File: config.mk
export PLATFORM = sky130hd
export DESIGN_NAME = program_loader
export DESIGN_NICKNAME = d
export VERILOG_FILES = /design/src/rtl/program_loader.sv
export SDC_FILE = /design/constraint.sdc
export NUM_CORES = 1
export LEC_CHECK = 0
export ABC_AREA = 0
export BUFFER_PORTS_ARGS = -buffer_cell sky130_fd_sc_hd__buf_2
export CAP_MARGIN = 20
export CORE_MARGIN = 2
export CORE_UTILIZATION = 40
export CTS_BUF_LIST = sky130_fd_sc_hd__clkbuf_4 sky130_fd_sc_hd__clkbuf_8 sky130_fd_sc_hd__clkbuf_16
export DETAILED_ROUTE_END_ITERATION = 8
export PLACE_DENSITY = 0.62
export SYNTH_ARGS = -nofsm -noshare
export SYNTH_HDL_FRONTEND = slang
export SYNTH_SLANG_ARGS = --single-unit
File: constraint.sdc
create_clock -name clk -period 5.45 [get_ports clk]
set_input_delay 0.8175 -clock clk [delete_from_list [all_inputs] [get_ports clk]]
set_output_delay 0.8175 -clock clk [all_outputs]
set_load 0.02 [all_outputs]
File: src/rtl/program_loader.sv
// Byte-stream program loader: assembles little-endian words, writes them into the
// instruction ROM, and holds the core in reset until the image is in. Optional: PROGRAM_LOADER_CHECKSUM_EN.
module program_loader #(
  parameter int unsigned MEMORY_DEPTH = 32,
  parameter int unsigned DATA_WIDTH   = 32,
  parameter logic [31:0] BASE_ADDRESS = 32'h00400000
) (
  input  logic                  clk,
  input  logic                  reset,
  input  logic                  start_i,
  input  logic [15:0]           word_count_i,
  input  logic [7:0]            byte_i,
  input  logic                  byte_valid_i,
  output logic                  byte_ready_o,
  output logic                  mem_we_o,
  output logic [31:0]           mem_address_o,
  output logic [DATA_WIDTH-1:0] mem_data_o,
  output logic                  busy_o,
  output logic                  done_o,
  output logic                  error_o,
  output logic                  cpu_reset_o
);

  localparam logic [16:0] DEPTH_L = 17'(MEMORY_DEPTH);

  typedef enum logic [2:0] {
    S_IDLE,
    S_COLLECT,
    S_WRITE,
    S_CHECK,
    S_DONE
  } state_e;

  state_e                state_q, state_d;
  logic                  ready_q, ready_d;
  logic                  we_q, we_d;
  logic [31:0]           addr_q, addr_d;
  logic [DATA_WIDTH-1:0] data_q, data_d;
  logic                  busy_q, busy_d;
  logic                  done_q, done_d;
  logic                  error_q, error_d;
  logic                  cpu_rst_q, cpu_rst_d;
  logic [15:0]           count_q, count_d;
  logic [15:0]           index_q, index_d;
  logic [1:0]            cnt_q, cnt_d;
  logic [DATA_WIDTH-1:0] word_q, word_d;
`ifdef PROGRAM_LOADER_CHECKSUM_EN
  logic [7:0]            sum_q, sum_d;
`endif

  logic accept;
  assign accept = byte_valid_i && ready_q;

  always_comb begin
    state_d   = state_q;
    ready_d   = ready_q;
    we_d      = 1'b0;
    addr_d    = addr_q;
    data_d    = data_q;
    busy_d    = busy_q;
    done_d    = done_q;
    error_d   = error_q;
    cpu_rst_d = cpu_rst_q;
    count_d   = count_q;
    index_d   = index_q;
    cnt_d     = cnt_q;
    word_d    = word_q;
`ifdef PROGRAM_LOADER_CHECKSUM_EN
    sum_d     = sum_q;
`endif

    case (state_q)
      S_IDLE, S_DONE: begin
        if (start_i) begin
          done_d  = 1'b0;
          error_d = 1'b0;
          count_d = word_count_i;
          if (word_count_i == '0) begin
            state_d   = S_DONE;
            done_d    = 1'b1;
            busy_d    = 1'b0;
            cpu_rst_d = 1'b0;
          end else if ({1'b0, word_count_i} > DEPTH_L) begin
            state_d   = S_IDLE;
            error_d   = 1'b1;
            busy_d    = 1'b0;
            cpu_rst_d = 1'b1;
          end else begin
            state_d   = S_COLLECT;
            index_d   = '0;
            cnt_d     = '0;
            ready_d   = 1'b1;
            busy_d    = 1'b1;
            cpu_rst_d = 1'b1;
`ifdef PROGRAM_LOADER_CHECKSUM_EN
            sum_d     = '0;
`endif
          end
        end
      end

      S_COLLECT: begin
        if (accept) begin
          word_d[{cnt_q, 3'b000} +: 8] = byte_i;
          cnt_d = 2'(cnt_q + 2'd1);
`ifdef PROGRAM_LOADER_CHECKSUM_EN
          sum_d = 8'(sum_q + byte_i);
`endif
          // Address/data are registered here so the strobe lands in the WRITE cycle.
          if (cnt_q == 2'd3) begin
            state_d = S_WRITE;
            ready_d = 1'b0;
            we_d    = 1'b1;
            addr_d  = BASE_ADDRESS + {14'b0, index_q, 2'b00};
            data_d  = word_d;
          end
        end
      end

      S_WRITE: begin
        index_d = 16'(index_q + 16'd1);
        if (index_d == count_q) begin
`ifdef PROGRAM_LOADER_CHECKSUM_EN
          state_d   = S_CHECK;
          ready_d   = 1'b1;
`else
          state_d   = S_DONE;
          done_d    = 1'b1;
          busy_d    = 1'b0;
          cpu_rst_d = 1'b0;
`endif
        end else begin
          state_d = S_COLLECT;
          ready_d = 1'b1;
        end
      end

`ifdef PROGRAM_LOADER_CHECKSUM_EN
      S_CHECK: begin
        if (accept) begin
          ready_d = 1'b0;
          busy_d  = 1'b0;
          if (8'(sum_q + byte_i) == 8'h00) begin
            state_d   = S_DONE;
            done_d    = 1'b1;
            cpu_rst_d = 1'b0;
          end else begin
            state_d   = S_IDLE;
            error_d   = 1'b1;
            cpu_rst_d = 1'b1;
          end
        end
      end
`endif

      default: begin
        state_d   = S_IDLE;
        ready_d   = 1'b0;
        busy_d    = 1'b0;
        cpu_rst_d = 1'b1;
      end
    endcase
  end

  always_ff @(posedge clk or posedge reset) begin
    if (reset) begin
      state_q   <= S_IDLE;
      ready_q   <= 1'b0;
      we_q      <= 1'b0;
      addr_q    <= BASE_ADDRESS;
      data_q    <= '0;
      busy_q    <= 1'b0;
      done_q    <= 1'b0;
      error_q   <= 1'b0;
      cpu_rst_q <= 1'b1;
      count_q   <= '0;
      index_q   <= '0;
      cnt_q     <= '0;
      word_q    <= '0;
`ifdef PROGRAM_LOADER_CHECKSUM_EN
      sum_q     <= '0;
`endif
    end else begin
      state_q   <= state_d;
      ready_q   <= ready_d;
      we_q      <= we_d;
      addr_q    <= addr_d;
      data_q    <= data_d;
      busy_q    <= busy_d;
      done_q    <= done_d;
      error_q   <= error_d;
      cpu_rst_q <= cpu_rst_d;
      count_q   <= count_d;
      index_q   <= index_d;
      cnt_q     <= cnt_d;
      word_q    <= word_d;
`ifdef PROGRAM_LOADER_CHECKSUM_EN
      sum_q     <= sum_d;
`endif
    end
  end

  assign byte_ready_o  = ready_q;
  assign mem_we_o      = we_q;
  assign mem_address_o = addr_q;
  assign mem_data_o    = data_q;
  assign busy_o        = busy_q;
  assign done_o        = done_q;
  assign error_o       = error_q;
  assign cpu_reset_o   = cpu_rst_q;

endmodule
==> results by group, run 1 <==
Status
  • Status: finished, final reports clean

CTS
  • Cts repair resizes: 0
  • Clk pin slew, worst setup/hold paths: 0.06 ns
  • Bufs on Longest Clock Path: 2
  • CTS tree: built
  • Htree depth: 4
  • Root Buffer: clkbuf_16
  • Latest clock arrival within the worst-skew pair: 0.42 ns
  • Clock sink count: 123
  • CTS hold repair buffers: 0
  • Clock buffer count from CTS: 17
  • Setup Fix Bufs, Post-CTS: 0

Worst setup path
  • R2r startpoint: index_q[0]$_DFFE_PP0P_
  • Reg2reg end: byte_ready_o$_DFFE_PP0P_
  • Critical path peak fanout: 10
  • Worst setup path start: index_q[0]$_DFFE_PP0P_
  • Worst Path Required: 5.75 ns
  • Worst R2R Path Depth: 7
  • Startpoint Class: register
  • Critical path capture point: byte_ready_o$_DFFE_PP0P_
  • Data arrival, critical path: 3.30 ns
  • Critical path endpoint category: register
  • Reg2Reg Setup Slack: 2.44 ns
  • CP Class: reg -> reg

Drt
  • Vias per cell: 5.43
  • Post-route DRC: 0
  • Total vias in the final route: 4547
  • DRT antenna net count: 0
  • DR iter-0 viols: 374
  • Wire per inst: 16.8 um
  • Routed WL: 14.1 mm
  • First-pass iteration count of the detailed router: 5

Floorplanning
  • Die X: 126 um
  • I/O pins: 98
  • Core area: 14600 um2
  • Die area: 15900 um2
  • Die Ht: 126 um
  • Site row count: 44
  • Starting Density: 40.9%

Finish
  • Most common cell after layout, fill and taps aside: dfrtp_1
  • Fill count: 1345
  • Commonest non-fill, non-tap cells in the layout: 122 x dfrtp_1, 81 x buf_2, 61 x o21ai_0
  • Multi-input gate area: 2620 um2
  • Share of cells above drive strength 1: 24.5%
  • Design area: 6990 um2
  • Storage cell area: 3080 um2
  • N_diodes: 0
  • Syn-to-layout area delta: 17.1%
  • Nets@finish: 678

Global routing
  • M1 GR Usage: 23.2%
  • Largest net degree at the start of global routing: 70
  • Global-route usage over all layers: 17.8%
  • Grt ovf: 0
  • Routing usage on met2: 28.3%
  • Vias in the first global route: 4387
  • Initial antenna violation count: 0
  • GRT Max-Usage Layer: met2
  • Routing usage on met3: 5.56%
  • First-pass GRT wire length: 22.4 mm

Synthesis
  • FFs w/ async S/R, synth: 100%
  • Synth Area in Adders: 1.47%
  • XOR/XNOR Fraction of Synth Area: 3.08%
  • Synthesis Warnings: 0
  • Post-synthesis simple-gate area fraction: 14.8%
  • Yosys reg bits: 123
  • Mapped Area: 5970 um2
  • Largest family of logic cells by synthesized area: compound AO/OA/AOI/OAI gates
  • Sequential share of the synthesized area: 51.6%
  • Netlist cell types: 59
  • Mux share of post-synthesis cell area: 6.56%
  • Cells after Synth: 580
  • Syn avg cell area: 10.3 um2
  • Synth Area in Compound Gates: 16.9%
  • EDFF count, synth: 0
  • Synth Flop Type: dfrtp_1

STA
  • Pins Over Slew Limit: 0
  • # setup viols final: 0
  • Setup WS post-layout: 2.44 ns
  • Final Hold Fails: 0
  • Fmax: 0.333 GHz
  • RSZ-0062 raised after global routing: no
  • Hold_ws: 0.474 ns
  • Tightest Pin Transition: 1.03 ns
  • Fin crit share: 55.2%
  • Setup_tns: 0 ns
  • Minimum clock period: 3.01 ns
  • Worst rel slew slack: 30.6%
  • Layout Skew: 0.00735 ns

Placed design
  • DP Area: 6400 um2
  • GP Congestion: 0.826
  • DP HPWL: 9.51 mm
  • Port bufs: 81
  • Post-place setup slack: 2.11 ns

Hold path
  • Worst Hold Class: reg -> reg

Run
  • Maxcap violations: 0

Power and ir drop
  • Leak: 0.00329 uW
  • Maximum vdd drop: 0.215 mV
  • PD cells: 307 nW/um2
==> how the worst min path moves through the flow <==
stage                                     startpoint                          to  slack, ns  depth (start not counted)
after floorplan               word_q[11]$_DFFE_PP0P_      word_q[11]$_DFFE_PP0P_       0.46                          1
after global placement    mem_data_o[29]$_DFFE_PP0P_  mem_data_o[29]$_DFFE_PP0P_       0.46                          2
after detailed placement   mem_data_o[8]$_DFFE_PP0P_   mem_data_o[8]$_DFFE_PP0P_       0.47                          2
final                     mem_data_o[14]$_DFFE_PP0P_  mem_data_o[14]$_DFFE_PP0P_       0.47                          2
after CTS                  mem_data_o[8]$_DFFE_PP0P_   mem_data_o[8]$_DFFE_PP0P_       0.48                          2
after global routing      mem_data_o[14]$_DFFE_PP0P_  mem_data_o[14]$_DFFE_PP0P_       0.51                          2
==> sequential cells by signal (all words and copies together) (netlist names) <==
signal	cells
count_q	16
error_o	1
state_q	3
byte_ready_o	1
mem_data_o	32
mem_address_o	16
cpu_reset_o	1
done_o	1
index_q	16
mem_we_o	1
cnt_q	2
word_q	32
busy_o	1
==> cells by family after synthesis <==
kind of cell               after synthesis
adders and majority gates                7
AOI/OAI and AO/OA                      163
muxes                                   35
and+or+nand+nor                        165
buffers and inverters                   64
xor gates and xnor gates                21
other                                    2
DFF                                    123
==> metrics by stage <==
stage          util, %  total power, uW  std cells
6_report          47.9             2140        838
5_1_grt           47.9             2220        838
4_1_cts           47.8             2160        837
3_5_place_dp      43.9             1070        807
3_3_place_gp      43.9             1070        807
2_1_floorplan        -             1040        594
==> layout make-up <==
cell class                 count  area share (%)
clock inverter                 8            1.36
inverter                       8           0.465
tap                          184            3.29
timing repair buffer          86            6.51
clock buffer                  22            6.80
multi-input combinational    407            37.5
sequential                   123            44.0
==> per-layer routing <==
metal | vias to the layer above | share of wire [%]
met5 | - | 0
li1 | 2148 | -
met1 | 2236 | 44
met2 | 142 | 49
met4 | 0 | 1.7
met3 | 21 | 5.2
==> worst max-delay path, stage by stage, from the launching register on <==
cell	delay [ns]
dfrtp_1	0.52
ha_1	0.36
nand3_4	0.16
or4b_1	0.51
a31o_1	0.20
a221o_1	0.32
or4b_4	0.56
o31a_1	0.25
==> cell usage after synthesis, types with 3 or more instances <==
cell type	number	area [um2]
and3_1	3	18.8
inv_1	7	26.3
a21oi_1	42	210
dfrtp_1	122	3050
xnor2_1	17	149
buf_2	3	15.0
xor2_1	4	35.0
o21ai_0	61	305
o31ai_1	6	45.0
nor2_1	19	71.3
clkbuf_1	23	86.3
nand4_1	6	37.5
ha_1	7	87.6
nand2_1	59	221
and2_1	5	31.3
a22o_1	32	280
mux2_2	33	372
buf_4	20	150
a31oi_1	7	43.8
nor4_1	5	31.3
buf_1	8	30.0
nor3_1	7	35.0
nand3_1	5	25.0
nor2b_1	36	225
==> where the power goes <==
part | switching [uW] | internal, uW | leakage [uW]
Sequential | 15.2 | 929 | 0.00160
Clock | 389 | 702 | 0.000282
Combinational | 70.7 | 38.5 | 0.00141
(Power assumes the default switching activity.)
==> inputs of run 2 (changes only) <==
- ABC_AREA: 0 -> 1
- PLACE_DENSITY: 0.62 -> 0.64
- clock period: 5.45 -> 2.4 ns (I/O delays scaled with it)
==> run 2 against run 1 <==
  * Clock skew is 0.00052 ns higher
  * First-iteration DRC count up 1.1%
  * Highest routed layer unchanged
  * Sequential share of layout area decreased by 2.3 points
  * Maximum frequency grew 43%
  * Hold slack got worse by 0.31 ns
  * Sequential power increased by 120%
  * Cell count rose by 27%
  * Utilization up 0.92 points
  * Power increased by 130%
  * Area after synthesis rose by 2.5%
  * Via count is 16% higher
  * Routed wire length is 8.7% higher
==> results by group, run 2 <==
Status
  • Status: finished, final reports clean

Worst setup path
  • Startpoint Class: register
  • Data arrival, critical path: 2.41 ns (-0.89 ns)
  • Critical path endpoint category: register
  • CP Class: reg -> reg
  • Critical path peak fanout: 9 (-1)
  • Worst Path Required: 2.71 ns (-3.04 ns)

Synthesis
  • Syn avg cell area: 7.90 um2 (-23%)
  • Sequential share of the synthesized area: 50.3% (-1.3 points)
  • EDFF count, synth: 0 (unchanged)
  • FFs w/ async S/R, synth: 100% (unchanged)
  • Cells after Synth: 775 (+34%)
  • Synth top cells by count: 257 x nand2_1, 122 x dfrtp_1, 96 x inv_1
  • Synth Flop Type: dfrtp_1
  • Synthesis Warnings: 0 (unchanged)
  • Yosys reg bits: 123 (unchanged)
  • Top cells by area, synth: dfrtp_1 50%, nand2_1 16%, o21ai_0 6.5%
  • Mapped Area: 6120 um2 (+2.5%)
  • Netlist cell types: 34 (-42%)
  • Synth area leader: dfrtp_1
  • Synth top area share: 49.8% (-1.3 points)
  • Most common cell in the netlist: nand2_1

STA
  • Worst rel slew slack: 36.2% (+5.7 points)
  • Fmax: 0.475 GHz (+43%)
  • # setup viols final: 0 (unchanged)
  • RSZ-0062 raised after global routing: no
  • Final Hold Fails: 0 (unchanged)
  • Tightest Pin Transition: 0.956 ns (-0.0769 ns)
  • Fin crit share: 87.7% (+33 points)
  • Minimum clock period: 2.10 ns (-0.902 ns)
  • Setup_tns: 0 ns (unchanged)
  • Layout Skew: 0.00787 ns (+0.000520 ns)
  • Pins Over Slew Limit: 0 (unchanged)

Placed design
  • GP Congestion: 0.877 (+6.1%)
  • DP HPWL: 10.9 mm (+15%)
  • Port bufs: 81 (unchanged)
  • Placed insts: 1029 (+28%)
  • DP Area: 6730 um2 (+5.1%)

Finish
  • N_diodes: 0 (unchanged)
  • Nets@finish: 896 (+32%)
  • Share of cells above drive strength 1: 18.0% (-6.5 points)
  • Commonest non-fill, non-tap cells in the layout: 257 x nand2_1, 122 x dfrtp_1, 95 x inv_1
  • Syn-to-layout area delta: 20.3%
  • Most common cell after layout, fill and taps aside: nand2_1
  • Non-filler cells, final: 1062 (+27%)
  • Design area: 7370 um2 (+5.4%)

Floorplanning
  • Site row count: 45 (+2.3%)
  • Starting Density: 40.6% (-0.35 points)
  • Die Ht: 128 um (+1.2%)
  • Core area: 15100 um2 (+3.4%)
  • Die area: 16300 um2 (+2.5%)
  • Die X: 128 um (+1.2%)
  • I/O pins: 98 (unchanged)

Global routing
  • Vias in the first global route: 5081 (+16%)
  • Grt ovf: 0 (unchanged)
  • Initial antenna violation count: 0 (unchanged)
  • First-pass GRT wire length: 25.2 mm (+12%)
  • Global-route usage over all layers: 19.8% (+2.0 points)
  • Largest net degree at the start of global routing: 70 (unchanged)

CTS
  • Clk pin slew, worst setup/hold paths: 0.05 ns (about the same)
  • Htree depth: 4 (unchanged)
  • Clock buffer count from CTS: 17 (unchanged)
  • Root Buffer: clkbuf_16
  • Setup Fix Bufs, Post-CTS: 0 (unchanged)
  • Clock sink count: 123 (unchanged)
  • Latest clock arrival within the worst-skew pair: 0.42 ns (about the same)
  • Bufs on Longest Clock Path: 2 (unchanged)
  • CTS tree: built

Drt
  • First-pass iteration count of the detailed router: 6 (+1)
  • Routed WL: 15.3 mm (+8.7%)
  • Vias per cell: 4.95 (-8.8%)
  • Total vias in the final route: 5256 (+16%)
  • DR iter-0 viols: 378 (+1.1%)
  • DRT antenna net count: 0 (unchanged)
  • Wire per inst: 14.4 um (-14%)
  • Post-route DRC: 0 (unchanged)

Run
  • Maxcap violations: 0 (unchanged)

Power and ir drop
  • PD cells: 680 nW/um2 (+120%)
  • Maximum vdd drop: 0.487 mV (+130%)
  • Leak: 0.00405 uW (+23%)

Hold path
  • Worst Hold Class: in -> reg
[run 2: cell types whose count changed in the layout (fill, tap and decap cells not counted), moves of 7 or more]
cell | before | now
nand2_1 | 58 | 257
inv_1 | 6 | 95
nand3_1 | 5 | 50
a21oi_1 | 42 | 2
nor2b_1 | 36 | 0
o22ai_1 | 2 | 37
mux2_2 | 33 | 0
a22o_1 | 32 | 0
o21ai_0 | 61 | 79
xnor2_1 | 17 | 1
nand4_1 | 6 | 17
nor2_2 | 0 | 7
[run 2: kinds of logic after synthesis]
kind of cell / after synthesis / share of synthesized area [%]
adder cells (fa/ha/maj): 7 / 1.43
other: 2 / 0.123
AND/OR/NAND/NOR: 375 / 26.7
buffers and inverters: 141 / 9.64
AO/OA/AOI/OAI: 123 / 11.0
XOR/XNOR: 4 / 0.797
flip-flops: 123 / 50.3
[run 2: per-stage QoR]
stage / setup slack, ns / hold WS (ns) / power, uW / utilization, %
6_report: 0.296 / 0.166 / 5010 / 48.8
3_5_place_dp: 0.273 / 0.395 / 2320 / 44.6
4_1_cts: 0.279 / 0.156 / 5050 / 48.8
2_1_floorplan: 0.530 / 0.455 / 2270 / -
5_1_grt: 0.0482 / 0.184 / 5170 / 48.8
3_3_place_gp: 0.357 / 0.390 / 2320 / 44.6
[run 2: final cells by class]
type,count,area [um2]
inverter,100,379
multi-input combinational,525,2510
sequential,123,3080
tap,188,235
fill,1472,7720
clock buffer,26,524
timing repair buffer,94,531
clock inverter,6,108
[run 2: worst max-delay path: stages, from the launching register on]
cell	delay (ns)
dfrtp_1	0.48
ha_1	0.26
nand2_2	0.14
nor2_8	0.18
nand4_1	0.15
nand2_1	0.13
nand2_1	0.05
nand2_1	0.05
nand2_1	0.08
nor2_2	0.15
nand4_1	0.13
nand4_1	0.13
nand2_1	0.06
[run 2: final timing paths]
path,start,endpoint,slack [ns],cells after the start
setup / recovery,index_q[0]$_DFFE_PP0P_,state_q[0]$_DFFE_PP0P_,0.30,12
hold reg to reg,mem_data_o[31]$_DFFE_PP0P_,mem_data_o[31]$_DFFE_PP0P_,0.46,2
max in group asynchronous,reset,cpu_reset_o$_DFFE_PP1P_,1.19,4
hold / removal,word_count_i[13],count_q[13]$_DFFE_PP0P_,0.17,3
setup reg to reg,index_q[0]$_DFFE_PP0P_,state_q[0]$_DFFE_PP0P_,0.30,12
min in group asynchronous,reset,word_q[16]$_DFFE_PP0P_,0.50,3
[run 2: per-layer routing]
layer  routed length (um)  global-route usage, %
met2                 7640                   33.4
met4                  299                   8.02
met5                    0                      0
met1                 6710                   24.7
met3                  683                   4.55
[run 2: repair_timing]
item / in CTS / in global routing
hold buffers: 1 / 0
gates resized for setup: 0 / 0
endpoints found under the hold margin: 15 / 0
[run 2: report_power, final]
part,total (uW),internal [uW],switching (uW)
Combinational,178,51.0,127
Clock,2730,1810,916
Sequential,2100,2090,10.9
